--- src/rtl/fetch_sequencer_if.sv ---
// fetch_sequencer_if: control, instruction-RAM and datapath signals of the fetch sequencer.
interface fetch_sequencer_if;
  logic start;
  logic abort;
  logic [8:0] instr_addr;
  logic [15:0] instr_in;
  logic [15:0] ir;
  logic ir_valid;
  logic exec_done;
  logic z_flag;
  logic [8:0] pc;
  logic busy;
  logic halted;
  logic err;
  logic [15:0] instr_count;
  modport master (
    input start, abort, instr_in, exec_done, z_flag,
    output instr_addr, ir, ir_valid, pc, busy, halted, err, instr_count
  );
  modport slave (
    output start, abort, instr_in, exec_done, z_flag,
    input instr_addr, ir, ir_valid, pc, busy, halted, err, instr_count
  );
endinterface

--- src/rtl/fetch_sequencer.sv ---
// fetch_sequencer: fetch/load/decode/execute control FSM with conditional jumps and bounds checking.
module fetch_sequencer #(
  parameter int PROG_LEN = 166,
  parameter logic [5:0] OP_NOP = 6'd46,
  parameter logic [5:0] OP_JUMPNZ = 6'd47,
  parameter logic [5:0] OP_JUMPZ = 6'd52
) (
  input logic clk,
  input logic rst_n,
  fetch_sequencer_if.master bus
);
  typedef enum logic [2:0] {IDLE, FETCH, LOAD, DECODE, EXEC, HALT} state_t;
  localparam logic [9:0] LEN = 10'(PROG_LEN);
  state_t state, state_n;
  logic [8:0] pc, pc_n;
  logic [15:0] ir, ir_n, cnt, cnt_n, cnt_inc;
  logic err, err_n, adv, jump, taken, bad_tgt;
  logic [9:0] pc_inc;
  logic [5:0] op;
  assign op = ir[15:10];
  assign pc_inc = {1'b0, pc} + 10'd1;
  assign cnt_inc = &cnt ? cnt : cnt + 16'd1;
  assign jump = op == OP_JUMPZ || op == OP_JUMPNZ;
  assign taken = (op == OP_JUMPZ && bus.z_flag) || (op == OP_JUMPNZ && !bus.z_flag);
  assign bad_tgt = ir[9] || {1'b0, ir[8:0]} >= LEN;
  always_ff @(posedge clk or negedge rst_n)
    if (!rst_n) state <= IDLE;
    else state <= state_n;
  always_ff @(posedge clk or negedge rst_n)
    if (!rst_n) begin
      pc <= '0;
      ir <= '0;
      err <= 1'b0;
      cnt <= '0;
    end else begin
      pc <= pc_n;
      ir <= ir_n;
      err <= err_n;
      cnt <= cnt_n;
    end
  always_comb begin
    state_n = state;
    pc_n = pc;
    ir_n = ir;
    err_n = err;
    cnt_n = cnt;
    adv = 1'b0;
    if (bus.abort) state_n = IDLE;
    else
      case (state)
        IDLE, HALT:
          if (bus.start) begin
            state_n = FETCH;
            pc_n = '0;
            cnt_n = '0;
            err_n = 1'b0;
          end
        FETCH: state_n = LOAD;
        LOAD: begin
          ir_n = bus.instr_in;
          state_n = DECODE;
        end
        DECODE:
          if (op == OP_NOP) state_n = HALT;
          else if (jump && taken && bad_tgt) begin
            err_n = 1'b1;
            state_n = HALT;
          end else if (jump && taken) begin
            pc_n = ir[8:0];
            cnt_n = cnt_inc;
            state_n = FETCH;
          end else if (jump) adv = 1'b1;
          else state_n = EXEC;
        EXEC: adv = bus.exec_done;
        default: state_n = IDLE;
      endcase
    // sequential advance past the last legal word is an error, not a retire
    if (adv) begin
      if (pc_inc >= LEN) begin
        err_n = 1'b1;
        state_n = HALT;
      end else begin
        pc_n = pc_inc[8:0];
        cnt_n = cnt_inc;
        state_n = FETCH;
      end
    end
  end
  assign bus.instr_addr = pc;
  assign bus.pc = pc;
  assign bus.ir = ir;
  assign bus.ir_valid = state == EXEC;
  assign bus.busy = state != IDLE && state != HALT;
  assign bus.halted = state == HALT;
  assign bus.err = err;
  assign bus.instr_count = cnt;
endmodule
--- src/flat_wrapper.sv ---
// flat-port wrapper written by rule: the top's interface ports become plain ports
module fetch_sequencer_flat 
#(
  parameter int PROG_LEN = 166,
  parameter logic [5:0] OP_NOP = 6'd46,
  parameter logic [5:0] OP_JUMPNZ = 6'd47,
  parameter logic [5:0] OP_JUMPZ = 6'd52
)
  (clk, rst_n, bus_start, bus_abort, bus_instr_in, bus_exec_done, bus_z_flag, bus_instr_addr, bus_ir, bus_ir_valid, bus_pc, bus_busy, bus_halted, bus_err, bus_instr_count);
  fetch_sequencer_if bus_i ();
  input logic clk;
  input logic rst_n;
  input wire logic [$bits(bus_i.start)-1:0] bus_start;
  input wire logic [$bits(bus_i.abort)-1:0] bus_abort;
  input wire logic [$bits(bus_i.instr_in)-1:0] bus_instr_in;
  input wire logic [$bits(bus_i.exec_done)-1:0] bus_exec_done;
  input wire logic [$bits(bus_i.z_flag)-1:0] bus_z_flag;
  output wire logic [$bits(bus_i.instr_addr)-1:0] bus_instr_addr;
  output wire logic [$bits(bus_i.ir)-1:0] bus_ir;
  output wire logic [$bits(bus_i.ir_valid)-1:0] bus_ir_valid;
  output wire logic [$bits(bus_i.pc)-1:0] bus_pc;
  output wire logic [$bits(bus_i.busy)-1:0] bus_busy;
  output wire logic [$bits(bus_i.halted)-1:0] bus_halted;
  output wire logic [$bits(bus_i.err)-1:0] bus_err;
  output wire logic [$bits(bus_i.instr_count)-1:0] bus_instr_count;
  assign bus_i.start = bus_start;
  assign bus_i.abort = bus_abort;
  assign bus_i.instr_in = bus_instr_in;
  assign bus_i.exec_done = bus_exec_done;
  assign bus_i.z_flag = bus_z_flag;
  assign bus_instr_addr = bus_i.instr_addr;
  assign bus_ir = bus_i.ir;
  assign bus_ir_valid = bus_i.ir_valid;
  assign bus_pc = bus_i.pc;
  assign bus_busy = bus_i.busy;
  assign bus_halted = bus_i.halted;
  assign bus_err = bus_i.err;
  assign bus_instr_count = bus_i.instr_count;
  fetch_sequencer #(.PROG_LEN(PROG_LEN), .OP_NOP(OP_NOP), .OP_JUMPNZ(OP_JUMPNZ), .OP_JUMPZ(OP_JUMPZ)) u_core (.clk(clk), .rst_n(rst_n), .bus(bus_i));
endmodule
--- config.mk ---
export PLATFORM = sky130hd
export DESIGN_NAME = fetch_sequencer_flat
export DESIGN_NICKNAME = d
export VERILOG_FILES = /design/src/rtl/fetch_sequencer_if.sv /design/src/rtl/fetch_sequencer.sv /design/src/flat_wrapper.sv
export SDC_FILE = /design/constraint.sdc
export NUM_CORES = 1
export LEC_CHECK = 0
export CAP_MARGIN = 20
export CORE_ASPECT_RATIO = 1.5
export CORE_MARGIN = 8
export CORE_UTILIZATION = 44
export CTS_BUF_LIST = sky130_fd_sc_hd__clkbuf_16
export CTS_CLUSTER_DIAMETER = 120
export DETAILED_ROUTE_END_ITERATION = 10
export PLACE_DENSITY = 0.87
export SLEW_MARGIN = 40
export SYNTH_ARGS = -nofsm -noshare
export SYNTH_HDL_FRONTEND = slang
export SYNTH_SLANG_ARGS = --single-unit
--- constraint.sdc ---
create_clock -name clk -period 2.8 [get_ports clk]
set_input_delay 0.84 -clock clk [delete_from_list [all_inputs] [get_ports clk]]
set_output_delay 0.84 -clock clk [all_outputs]
set_load 0.02 [all_outputs]
==> results.md <==
Outcome:
- The flow ran to the end, but the final reports show violations.
- The final reports fail on negative setup slack.

Placement:
- At the end of routability-driven placement, the weighted congestion stood at 0.930.
- The number of cells in the design after placement is 436.
- The count of input and output buffers is 75.
- The post-detailed-placement half-perimeter wirelength is 6010 um.
- Prior to clock tree synthesis, the placed netlist has a worst setup slack of -236 ps.
- In this run the cell area measured after placement is 3640 sq um.

Timing:
- The number of slew-limit violations in the final report is 0.
- For this run, the top clock speed supported by timing is about 0.35 GHz.
- The slew at the pin closest to its max-slew limit is 697 ps.
- Setup repair after global routing could not meet its margin everywhere.
- The smallest hold slack is 547 ps.
- After layout, the worst path uses 102% of the clock period.
- The worst setup skew after layout is 8.53 ps.
- After layout, the minimum clock period comes to 2850 ps.
- The worst-case headroom to the max-slew limit is between 50% and 60%.
- The count of final setup violators is 2.
- Setup total negative slack on the finished layout was measured at -72.9 ps.
- The final count of hold timing violations was 0.
- After layout, the worst setup slack is -54.0 ps.

Yosys:
- The count of flip-flops with a built-in enable after synthesis is 0.
- Counting flops with an async set or reset pin after synthesis yields a share of 100%.
- The portion of the post-synthesis area used by sequential elements is 41.5%.
- The Yosys warning count is 0.
- The top cell type's share of synthesized area is 41.5%.
- Yosys attributes the largest share of cell area to dfrtp_1, mux2_2, a21oi_1.
- For this run, the leading register cell type out of synthesis is dfrtp_1.
- The netlist area before placement is 2710 sq um.
- Dividing the synthesized area by the synthesized cell count gives roughly 9.6 sq um.
- The count of distinct cell types in the synthesized netlist is 65.
- Synthesis produced a netlist with a net count of 307.
- The biggest area contributor in the post-synthesis netlist is dfrtp_1.
- In the synthesized netlist, the number of instances is 282.
- The number of synthesized register bits is 45.

Drt:
- For this block, the initial DRC count from the detailed router was 283.
- For this run, design rule violations remaining after detail routing come to 0.
- The first detailed-routing pass ran for 8 iterations.
- After detailed routing, the total wire length is 8970 um.
- The number of routed nets with antenna violations is 0.
- Using the TritonRoute via totals, the vias-per-cell ratio works out to 6.25.
- The wire length per cell after detailed routing is 19.6 um.
- The final route contains roughly 2900 vias.

Clock tree:
- The TritonCTS clock tree is done.
- The total clock sinks is 45.
- The clock-pin slew on the worst setup and hold paths is 70 ps.
- The root buffer cell is clkbuf_16.
- The number of buffers inserted for hold repair after clock tree synthesis is 0.
- The H-tree was split into 2 levels.
- The clock insertion delay at the later pin of the skew report is 290 ps.
- The number of clock buffers added by TritonCTS is 5.
- The maximum count of clock buffers along a single path is 2.

Hold path:
- The class of the worst hold path is register to register.

Final layout:
- At the end of the flow the core is filled with cells to 66.7%.
- In the final design database the tool counted just over 400 nets.
- The top cell types in the final layout, fill and taps aside, are clkdlybuf4s50_1, dfrtp_1, buf_4.
- The proportion of layout cells with a drive suffix above 1 is 24.3%.
- The final instance area is just over 4000 sq um.
- Leaving out fill and tap cells, the most frequent cell in the layout is clkdlybuf4s50_1.
- Leaving out filler cells and counting taps, the final layout contains 457.
- The diode insertion count for antenna repair is 0.
- From synthesis to final layout, the design area changed by 48.6%.

Global routing:
- Global routing consumed, over all layers together, approximately 18% of the routing resources.
- The largest net degree at the start of global routing is 30.
- The initial antenna violation count is 0.
- The first global-routing pass estimated 13300 um of wire.
- The number of global-route vias before repair was 2745.
- Global routing finished with a remaining overflow of 0.

Worst setup path:
- STA classifies the critical path startpoint as a register.
- The worst setup path is captured at a register.
- The data required time at the worst endpoint is between 2000 and 3000 ps.
- The worst setup path is of the register to register kind.
- At the worst endpoint, the arrival time is 3050 ps.
- The highest net fanout along the worst path is 5.

Pwr:
- The worst supply voltage drop on vdd is 547 uV.
- The leakage power total is 1.62 nW.
- The total power is 2.39 mW.
- In this run the power density over the cells is 592 nW/um^2.

Floorplanning:
- From left edge to right edge, the die measures ~80 um.
- Row generation in the floorplan step produced 35 rows.
- 76 I/O pins were placed.
- The vertical die dimension is 112 um.
- The initial standard-cell utilization of the core is 44.9%.
- The placeable core area is 6040 sq um.
- The full die area is roughly 9000 sq um.

Run:
- The tool flagged a number of max-cap violations equal to 0.
-- metal layers --
metal	wire (um)	vias up	GRT usage, %
met4	337	0	8.41
met3	885	40	5.68
met5	0	-	0
met2	4620	186	30.0
met1	3130	1364	19.6
li1	-	1265	-
-- critical path, stage by stage (launching register included) --
cell	delay, ps
dfrtp_2	460
ha_4	290
or3b_4	370
a32oi_2	220
nor3b_2	90
o41a_1	560
o22ai_4	300
buf_6	150
a31oi_1	90
a211oi_1	220
-- final timing paths --
kind,start,cells past startpoint,slack (ps),endpoint
worst max-delay path,u_core.bus.instr_addr[0]$_DFF_PN0_,9,-50,u_core.bus.instr_count[3]$_DFF_PN0_
worst min-delay path,u_core.bus.instr_count[2]$_DFF_PN0_,1,550,u_core.bus.instr_count[2]$_DFF_PN0_
worst max register to register,u_core.bus.instr_addr[0]$_DFF_PN0_,9,-50,u_core.bus.instr_count[3]$_DFF_PN0_
worst min register to register,u_core.bus.instr_count[2]$_DFF_PN0_,1,550,u_core.bus.instr_count[2]$_DFF_PN0_
max in group asynchronous,rst_n,2,1580,u_core.bus.instr_addr[0]$_DFF_PN0_
min in group asynchronous,rst_n,1,590,u_core.bus.instr_count[4]$_DFF_PN0_
-- kinds of logic after synthesis --
family / share of synthesized area (%)
AO/OA/AOI/OAI: 21.6
XOR/XNOR: 0.646
adder cells (fa/ha/maj): 1.38
buffers and inverters: 5.54
flip-flops: 41.5
multiplexers: 7.01
AND/OR/NAND/NOR: 22.2
-- flip-flops by register name, indices dropped and copies added, names as in the netlist --
register                count
u_core.bus.err              1
u_core.bus.ir              16
u_core.bus.instr_count     16
u_core.bus.instr_addr       9
u_core.state                3
-- where the power goes --
part	internal, mW	total (mW)	leakage [nW]	switching (mW)
Clock	0.328	0.590	0.0712	0.262
Combinational	0.444	0.859	0.953	0.415
Sequential	0.775	0.936	0.594	0.162
Total	1.55	2.39	1.62	0.839
-- final cells by class --
class	instances	area (sq um)
multi-input cells	209	1560
inverters	6	22.5
repair buffers	115	1080
clock buffers	5	125
clock inverters	3	17.5
well taps	74	92.6
fillers	458	2010
flip-flops and latches	45	1130
-- Yosys cell counts (2+ instances only) --
master     n
nand2_1   20
or3_1      5
ha_1       3
inv_1      6
xnor2_1    2
a221o_1    4
dfrtp_1   45
o211ai_2   2
a31oi_1    6
o31ai_1    4
nor4_1     2
nand4_1    7
a22oi_1    2
nand3_1   14
nor2b_1    3
a211o_1    3
clkbuf_1   9
o21ai_1    7
o22ai_1    2
and3_1     4
nor3b_1    5
a211oi_1   2
nand2b_1   4
buf_4      9
buf_2      3
nand3b_1   3
nor2_1    21
mux2_2    16
o311ai_1   2
o21ai_0    7
a21oi_1   16
a311oi_1   2
nor3_1    10
-- timing repair --
item / 4_1_cts / 5_1_grt
endpoints found under the setup margin: 14 / 22
cloned: 0 / 0
setup buffers: 0 / 13
pin swaps: 2 / 11
resized for setup: 3 / 29
Note: power is estimated with default switching activity, not from simulation.
